File: config.mk
export PLATFORM = sky130hd
export DESIGN_NAME = microseq_addr_reg
export DESIGN_NICKNAME = d
export VERILOG_FILES = /design/src/rtl/ctrl_pkg.sv /design/src/rtl/next_addr_mux.sv /design/src/rtl/microseq_addr_reg.sv
export SDC_FILE = /design/constraint.sdc
export NUM_CORES = 1
export LEC_CHECK = 0
export ABC_CLOCK_PERIOD_IN_PS = 4200
export CAP_MARGIN = 5
export CORE_MARGIN = 2
export CORE_UTILIZATION = 49
export CTS_CLUSTER_SIZE = 14
export DETAILED_ROUTE_END_ITERATION = 10
export PLACE_DENSITY = 0.84
export SYNTH_ARGS = -nofsm -noshare
export SYNTH_HDL_FRONTEND = slang
export SYNTH_SLANG_ARGS = --single-unit
export TNS_END_PERCENT = 50
File: constraint.sdc
create_clock -name Clk -period 4.2 [get_ports Clk]
set_input_delay 0.42 -clock Clk [delete_from_list [all_inputs] [get_ports Clk]]
set_output_delay 0.42 -clock Clk [all_outputs]
set_load 0.02 [all_outputs]
File: src/rtl/ctrl_pkg.sv
// rtl/ctrl_pkg.sv - shared control-unit constants: address width, next-address selects, boot FSM states
package ctrl_pkg;

  localparam int AW_DEFAULT = 6;

  // Next-address select encodings driven by next_state_add_sel
  localparam logic [2:0] SEL_ENC  = 3'b000;
  localparam logic [2:0] SEL_ZERO = 3'b001;
  localparam logic [2:0] SEL_PIPE = 3'b010;
  localparam logic [2:0] SEL_INC  = 3'b011;
  localparam logic [2:0] SEL_PAST = 3'b100;

  // BOOT spends exactly one edge after reset; RUN is terminal until reset
  typedef enum logic {
    BOOT = 1'b0,
    RUN  = 1'b1
  } boot_state_e;

endpackage

File: src/rtl/next_addr_mux.sv
// rtl/next_addr_mux.sv - combinational 5:1 next microstore address select with illegal flag
module next_addr_mux
  import ctrl_pkg::*;
#(
  parameter int AW = AW_DEFAULT
) (
  input  logic [2:0]    sel_i,
  input  logic [AW-1:0] enc_i,
  input  logic [AW-1:0] pipe_i,
  input  logic [AW-1:0] inc_i,
  input  logic [AW-1:0] past_i,
  input  logic [AW-1:0] cur_i,
  output logic [AW-1:0] next_o,
  output logic          illegal_o
);

  // Unlisted or unknown selects self-loop on the current address and raise illegal
  always_comb begin
    next_o    = cur_i;
    illegal_o = 1'b0;
    case (sel_i)
      SEL_ENC:  next_o = enc_i;
      SEL_ZERO: next_o = '0;
      SEL_PIPE: next_o = pipe_i;
      SEL_INC:  next_o = inc_i;
      SEL_PAST: next_o = past_i;
      default:  illegal_o = 1'b1;
    endcase
  end

endmodule

File: src/rtl/microseq_addr_reg.sv
// rtl/microseq_addr_reg.sv - microprogram address register with registered incrementer, past-state and boot FSM
module microseq_addr_reg
  import ctrl_pkg::*;
#(
  parameter int            AW          = AW_DEFAULT,
  parameter logic [AW-1:0] RESET_STATE = '0
) (
  input  logic          Clk,
  input  logic          Reset,
  input  logic [2:0]    M,
  input  logic [AW-1:0] EncAddr,
  input  logic [AW-1:0] PipeAddr,
  input  logic          Hold,
  output logic [AW-1:0] State,
  output logic [AW-1:0] IncAddr,
  output logic [AW-1:0] PastAddr,
  output logic          Valid,
  output logic          BadSel
);

  localparam logic [AW-1:0] RESET_INC = RESET_STATE + 1'b1;

  boot_state_e   fsm_q, fsm_d;
  logic [AW-1:0] state_q, state_d;
  logic [AW-1:0] inc_q, inc_d;
  logic [AW-1:0] past_q, past_d;
  logic          bad_q, bad_d;
  logic [AW-1:0] next_addr;
  logic          next_illegal;

  next_addr_mux #(
    .AW(AW)
  ) u_next_addr_mux (
    .sel_i    (M),
    .enc_i    (EncAddr),
    .pipe_i   (PipeAddr),
    .inc_i    (inc_q),
    .past_i   (past_q),
    .cur_i    (state_q),
    .next_o   (next_addr),
    .illegal_o(next_illegal)
  );

  // Boot step and RUN-mode advance; Hold freezes everything (including BadSel) only in RUN
  always_comb begin
    fsm_d   = fsm_q;
    state_d = state_q;
    inc_d   = inc_q;
    past_d  = past_q;
    bad_d   = bad_q;
    case (fsm_q)
      BOOT: fsm_d = RUN;
      RUN: begin
        if (!Hold) begin
          state_d = next_addr;
          inc_d   = next_addr + 1'b1;
          past_d  = state_q;
          bad_d   = bad_q | next_illegal;
        end
      end
    endcase
  end

  // All state registers; reset forces the fetch-entry address immediately
  always_ff @(posedge Clk or posedge Reset) begin
    if (Reset) begin
      fsm_q   <= BOOT;
      state_q <= RESET_STATE;
      inc_q   <= RESET_INC;
      past_q  <= RESET_STATE;
      bad_q   <= 1'b0;
    end else begin
      fsm_q   <= fsm_d;
      state_q <= state_d;
      inc_q   <= inc_d;
      past_q  <= past_d;
      bad_q   <= bad_d;
    end
  end

  assign State    = state_q;
  assign IncAddr  = inc_q;
  assign PastAddr = past_q;
  assign Valid    = (fsm_q == RUN);
  assign BadSel   = bad_q;

endmodule
==> flow_summary_export.csv, run 1 <==
group,metric,value,unit
outcome,status,"completed",
critical_path,cp_top_family,"buffers and inverters",
pwr,leakagePower,0.697,nW
clock_network,cts_buffer_depth,2,
worst_hold_path,hp-class,"flop to flop",
critical_path,crit_fanout,21,
clock_network,hold_buffers,0,
pwr,clockPowerShare,0.182,
critical_path,r2r_cells,9,
finish,nets,186,
floorplan,core,2410,um2
floorplan,die_area,2910,um2
clock_network,postCtsSetupRepairBufs,0,
routing,vias,1066,
routing,drc,0,
clock_network,numCtsBuffers,3,
critical_path,worst-path-buf-inv,3,
clock_network,cts-root-buf,"clkbuf_4",
timing,clock_skew,3.45,ps
finish,area_growth,31.1,%
critical_path,crit_chain,"clkdlybuf4s50_1 -> o21ai_2 -> nor2_1 -> nor4_4 -> inv_1 -> ha_1 -> inv_1 -> nor3_2 -> xor2_1 -> o21ai_1",
synthesis,yosys_warnings,0,
timing,worst_pin_slew,994,ps
floorplan,fp.dieH,53.9,um
timing,maxSlewHeadroom,0.337,
synthesis,avgSynthCellArea,9.05,um2
grt,grt_overflow,0,
finish,fin_util,0.665,
floorplan,row_count,18,
critical_path,worst-path-stages,10,
timing,hold_viol_final,0,
grt,grt_pass1_vias,1064,
timing,setup-violations-final,0,
synthesis,synthCells,135,
place,gp_congestion,0.805,
finish,multi_input_area,633,um2
finish,drive_above_1_share,0.0904,
clock_network,h-tree-depth,1,
clock_network,clk_pin_slew_worst_paths,120,ps
pwr,p_sw,0.222,mW
clock_network,cts_tree,"built",
timing,drv_slew,0,
finish,antennaDiodeCount,0,
timing,setup_tns,0,ps
synthesis,synth.net_count,154,
finish,fin_area,1600,um2
place,dp_hpwl,2090,um
floorplan,initial_utilization,0.507,
routing,wl,2860,um
pwr,sw_frac_of_total,0.357,
clock_network,cts_resized,0,
pwr,vdd_ir_drop_max,0.343,mV
flow_run,cap_violations,0,
synthesis,yosysSeqAreaShare,0.411,
clock_network,insertion_delay,300,ps
floorplan,fp.dieW,53.9,um
finish,regArea,502,um2
critical_path,cp_common_cell,"inv_1",
pwr,power_frac_seq,0.419,
place,port_buffers,37,
critical_path,cp.required,4360,ps
routing,wl_per_cell,14.6,um
pwr,comb_power_share,0.399,
routing,drt-vias-per-instance,5.44,
clock_network,cts.sinks,20,
grt,grt_pass1_wl,4640,um
timing,final.min_clock_period,2640,ps
pwr,p_int,0.401,mW
grt,antenna_found_initial,0,
timing,period_share,0.628,
synthesis,netlist_area,1220,um2
critical_path,critPathArrivalTime,2800,ps
timing,rsz0062_at_grt,"false",
routing,drtIter0Drc,21,
critical_path,slowest_delay,800,ps
floorplan,io-pin-count,38,
synthesis,yosysUniqueCellTypes,39,
synthesis,synth_seq_cells,20,
critical_path,cpMaxStageDelayCell,"clkdlybuf4s50_1",
critical_path,setup.worst_path.start_class,"input pin",
critical_path,crit_type,"input pin to flop",
grt,grtUsageTotal,0.223,
pwr,p_per_area,389,nW/um2
routing,ant_nets,0,
grt,grt_max_degree,29,
finish,nFillCells,196,
critical_path,end_kind,"flop",
timing,fmax,379,MHz
timing,worst_hold_slack,479,ps
routing,drt_first_pass_iters,4,
worst_hold_path,worstHoldPathCells,2,
place,dpl-instance-area,1570,um2
-- placed cells by master, fill, tap and decap left out, types with 2 or more instances in the layout --
cell,netlist,final
nand3b_1,5,5
inv_1,6,6
a21o_1,2,2
a21boi_1,2,2
mux2_2,2,2
nor4b_1,3,3
nand3_1,2,2
o21ai_1,9,9
clkdlybuf4s50_1,0,37
nor2_1,4,4
nand2b_1,2,2
nand2_1,32,32
mux2i_1,6,6
dfrtp_1,19,19
a31oi_1,2,2
a21oi_1,5,5
o21ai_2,2,2
o21ai_0,2,2
xor2_1,2,2
clkbuf_4,0,3
-- sequential cells by signal, indices dropped and copies added (netlist names) --
name	flops
BadSel	1
IncAddr	6
PastAddr	6
State	6
Valid	1
-- routing by layer --
metal | vias up | routed length (um) | global-route usage | share of wire
met2 | 26 | 1400 | 0.335 | 0.49
li1 | 521 | - | - | -
met4 | 0 | 47 | 0.0812 | 0.016
met5 | - | 0 | 0 | 0
met3 | 4 | 136 | 0.0556 | 0.048
met1 | 515 | 1270 | 0.308 | 0.45
-- tightest hold or removal path: stages (launching register included) --
cell,delay [ps]
dfstp_2,400
nand2_1,50
nand2_1,50
-- cell families (layout without fill, tap and decap cells) --
| kind of cell | count (synthesis) | in the layout | synth area share |
|---|---|---|---|
| AO/OA/AOI/OAI | 30 | 30 | 0.169 |
| buffers and inverters | 16 | 47 | 0.0707 |
| AND/OR/NAND/NOR | 56 | 56 | 0.247 |
| flip-flops | 20 | 20 | 0.411 |
| XOR/XNOR | 3 | 3 | 0.0215 |
| other | 1 | 1 | 0.00307 |
| adder cells (fa/ha/maj) | 1 | 1 | 0.0102 |
| multiplexers | 8 | 8 | 0.0676 |
-- power groups by stage --
stage	clock network, mW	logic (mW)	registers [mW]
after floorplan	0	0.0998	0.304
after CTS	0.115	0.251	0.261
after detailed placement	0	0.249	0.265
final	0.113	0.249	0.261
after global routing	0.124	0.271	0.266
after global placement	0	0.243	0.264
-- cell usage after synthesis (all sizes together) --
library cell	number	area [um2]
and2b	1	7.51
mux2i	6	60.1
nor4b	3	26.3
nand3	2	10.0
conb	1	3.75
nand2	32	120
o21ai	13	72.6
a21oi	5	25.0
and2	1	6.26
nor2	5	21.3
buf	6	48.8
a21boi	2	15.0
dfstp	1	26.3
dfrtp	19	475
a21o	2	15.0
a32o	1	10.0
o22ai	1	12.5
clkbuf	4	15.0
nor4	2	27.5
ha	1	12.5
o21bai	1	7.51
a31oi	2	12.5
nor3	2	26.3
a221oi	1	8.76
a211o	1	17.5
inv	6	22.5
xor2	2	17.5
nand2b	2	12.5
xnor2	1	8.76
mux2	2	22.5
a221o	1	10.0
nand3b	5	37.5
nor2b	1	6.26
-- stage by stage --
stage,instances,setup slack [ps],power [mW]
6_report,196,1560,0.623
5_1_grt,196,1390,0.661
4_1_cts,196,1590,0.627
3_5_place_dp,192,1260,0.514
3_3_place_gp,192,1390,0.507
2_1_floorplan,135,2260,0.404
-- path summary, 6_finish.rpt --
path | start | endpoint | slack (ps)
max | M[1] | IncAddr[4] | 1560
min | IncAddr[0] | IncAddr[0] | 480
max reg2reg | IncAddr[0] | IncAddr[4] | 2400
min reg2reg | IncAddr[0] | IncAddr[0] | 480
max in group asynchronous | Reset | State[1] | 3190
min in group asynchronous | Reset | PastAddr[5] | 540
-- cell type report --
class / instances / share of cell area
repair buffers: 37 / 0.231
multi-input cells: 99 / 0.395
well taps: 30 / 0.0234
flip-flops and latches: 20 / 0.313
inverters: 6 / 0.0141
clock buffers: 4 / 0.0227
(Power assumes the default switching activity.)
==> inputs of run 2 (changes only) <==
--- a/config.mk
+++ b/config.mk
@@ -5,13 +5,13 @@
 export SDC_FILE = /design/constraint.sdc
 export NUM_CORES = 1
 export LEC_CHECK = 0
-export ABC_CLOCK_PERIOD_IN_PS = 4200
+export ABC_CLOCK_PERIOD_IN_PS = 2500
 export CAP_MARGIN = 5
 export CORE_MARGIN = 2
-export CORE_UTILIZATION = 49
+export CORE_UTILIZATION = 46
 export CTS_CLUSTER_SIZE = 14
 export DETAILED_ROUTE_END_ITERATION = 10
-export PLACE_DENSITY = 0.84
+export PLACE_DENSITY = 0.79
 export SYNTH_ARGS = -nofsm -noshare
 export SYNTH_HDL_FRONTEND = slang
 export SYNTH_SLANG_ARGS = --single-unit
==> constraint.sdc (replaced) <==
create_clock -name Clk -period 2.5 [get_ports Clk]
set_input_delay 0.25 -clock Clk [delete_from_list [all_inputs] [get_ports Clk]]
set_output_delay 0.25 -clock Clk [all_outputs]
set_load 0.02 [all_outputs]
==> flow_summary_export.csv, run 2 (synthesized netlist as in run 1, its figures left out) <==
group,metric,value,unit
finish,fin_area,1680,um2
grt,grt_overflow,0,
floorplan,fp.dieW,55.5,um
finish,nFillCells,217,
timing,clock_skew,8.30,ps
routing,drc,0,
floorplan,die_area,3080,um2
critical_path,end_kind,"flop",
critical_path,crit_chain,"clkdlybuf4s50_1 -> buf_4 -> mux2i_1 -> a32o_1 -> inv_1 -> ha_1 -> inv_1 -> nor3_2 -> xor2_1 -> o21ai_1",
pwr,leakagePower,0.742,nW
place,gp_congestion,0.841,
timing,drv_slew,0,
place,dpl-instance-area,1630,um2
critical_path,startpoint,"M[1]",
critical_path,r2r_cells,9,
critical_path,cp.required,2720,ps
routing,drt_first_pass_iters,4,
pwr,vdd_ir_drop_max,0.500,mV
grt,grt_pass1_vias,1172,
critical_path,r2r_start,"IncAddr[0]",
routing,wl,3100,um
clock_network,cts_buffer_depth,2,
clock_network,clk_pin_slew_worst_paths,120,ps
floorplan,row_count,18,
worst_hold_path,hp-class,"input pin to asynchronous set/reset pin",
routing,ant_nets,0,
finish,multi_input_area,633,um2
floorplan,initial_utilization,0.488,
clock_network,cts_resized,0,
clock_network,h-tree-depth,1,
flow_run,cap_violations,0,
routing,drt-vias-per-instance,5.45,
critical_path,r2r_end,"IncAddr[4]",
finish,nets,194,
finish,area_growth,37.4,%
critical_path,slowest_delay,710,ps
clock_network,cts.sinks,20,
place,port_buffers,37,
place,dp_hpwl,2250,um
grt,grt_pass1_wl,5400,um
routing,drtIter0Drc,28,
grt,antenna_found_initial,0,
critical_path,worst-path-buf-inv,4,
outcome,status,"completed",
timing,setup_tns,0,ps
clock_network,numCtsBuffers,3,
clock_network,cts_tree,"built",
finish,regArea,502,um2
grt,grtUsageTotal,0.221,
finish,antennaDiodeCount,0,
timing,maxSlewHeadroom,0.495,
timing,worst_pin_slew,757,ps
critical_path,crit_fanout,12,
timing,rsz0062_at_grt,"false",
timing,setup-violations-final,0,
critical_path,crit_type,"input pin to flop",
floorplan,io-pin-count,38,
clock_network,cts-root-buf,"clkbuf_4",
timing,fmax,470,MHz
grt,grt_max_degree,21,
timing,period_share,0.851,
floorplan,core,2500,um2
critical_path,rrSetupSlack,700,ps
critical_path,crit_path_end,"IncAddr[4]",
finish,drive_above_1_share,0.132,
finish,layout_common_cells,"37 x clkdlybuf4s50_1, 32 x nand2_1, 19 x dfrtp_1, 9 x o21ai_1, 8 x buf_4",
critical_path,cp_top_family,"buffers and inverters",
clock_network,insertion_delay,320,ps
critical_path,worst-path-stages,10,
clock_network,postCtsSetupRepairBufs,0,
pwr,p_per_area,687,nW/um2
floorplan,fp.dieH,55.5,um
critical_path,setup.worst_path.start_class,"input pin",
timing,final.min_clock_period,2130,ps
critical_path,critPathArrivalTime,2350,ps
critical_path,cp_common_cell,"inv_1",
clock_network,hold_buffers,0,
critical_path,cpMaxStageDelayCell,"clkdlybuf4s50_1",
routing,wl_per_cell,15.2,um
timing,hold_viol_final,0,
finish,layout_commonest_cell,"clkdlybuf4s50_1",
routing,vias,1111,
## run 2: cell type report
cell class	count	share of cell area
Sequential cell	20	0.299
Clock inverter	1	0.0179
Multi-Input combinational cell	99	0.377
Timing Repair Buffer	45	0.257
Tap cell	30	0.0224
Inverter	6	0.0134
Clock buffer	3	0.0134
## run 2: worst min path at each step
| stage | startpoint | endpoint | slack [ps] |
|---|---|---|---|
| finish | Reset | PastAddr[5] | 350 |
| global placement | IncAddr[0] | IncAddr[0] | 460 |
| CTS | Reset | BadSel | 380 |
| floorplan | Reset | BadSel | 210 |
| global route | Reset | PastAddr[5] | 430 |
| detailed placement | IncAddr[0] | IncAddr[0] | 470 |
## run 2: through the flow
stage	power (mW)	instances	hold WS, ps	utilization	worst slack (ps)
after floorplan	0.679	135	213	-	735
after global placement	0.869	200	462	0.650	148
after detailed placement	0.881	200	471	0.650	62.2
after CTS	1.16	204	378	0.671	371
after global routing	1.21	204	427	0.671	264
final	1.15	204	347	0.671	372
## run 2: per-layer routing
metal	global-route usage	vias up	part of all wire
met4	0.0976	0	0.021
met3	0.0492	7	0.070
li1	-	540	-
met1	0.285	523	0.44
met5	0	-	0
met2	0.352	41	0.46
## run 2: worst reg2reg max path: stages, from the launching register on
cell	delay, ps
dfstp_2	580
nand3_1	90
nor2_1	200
nor4_4	80
inv_1	80
ha_1	150
inv_1	70
nor3_2	220
xor2_1	170
o21ai_1	70
## run 2: where the power goes
| group | switching (mW) | total [mW] | internal [mW] |
|---|---|---|---|
| Sequential | 0.0579 | 0.443 | 0.386 |
| Clock | 0.109 | 0.271 | 0.162 |
| Combinational | 0.225 | 0.437 | 0.213 |
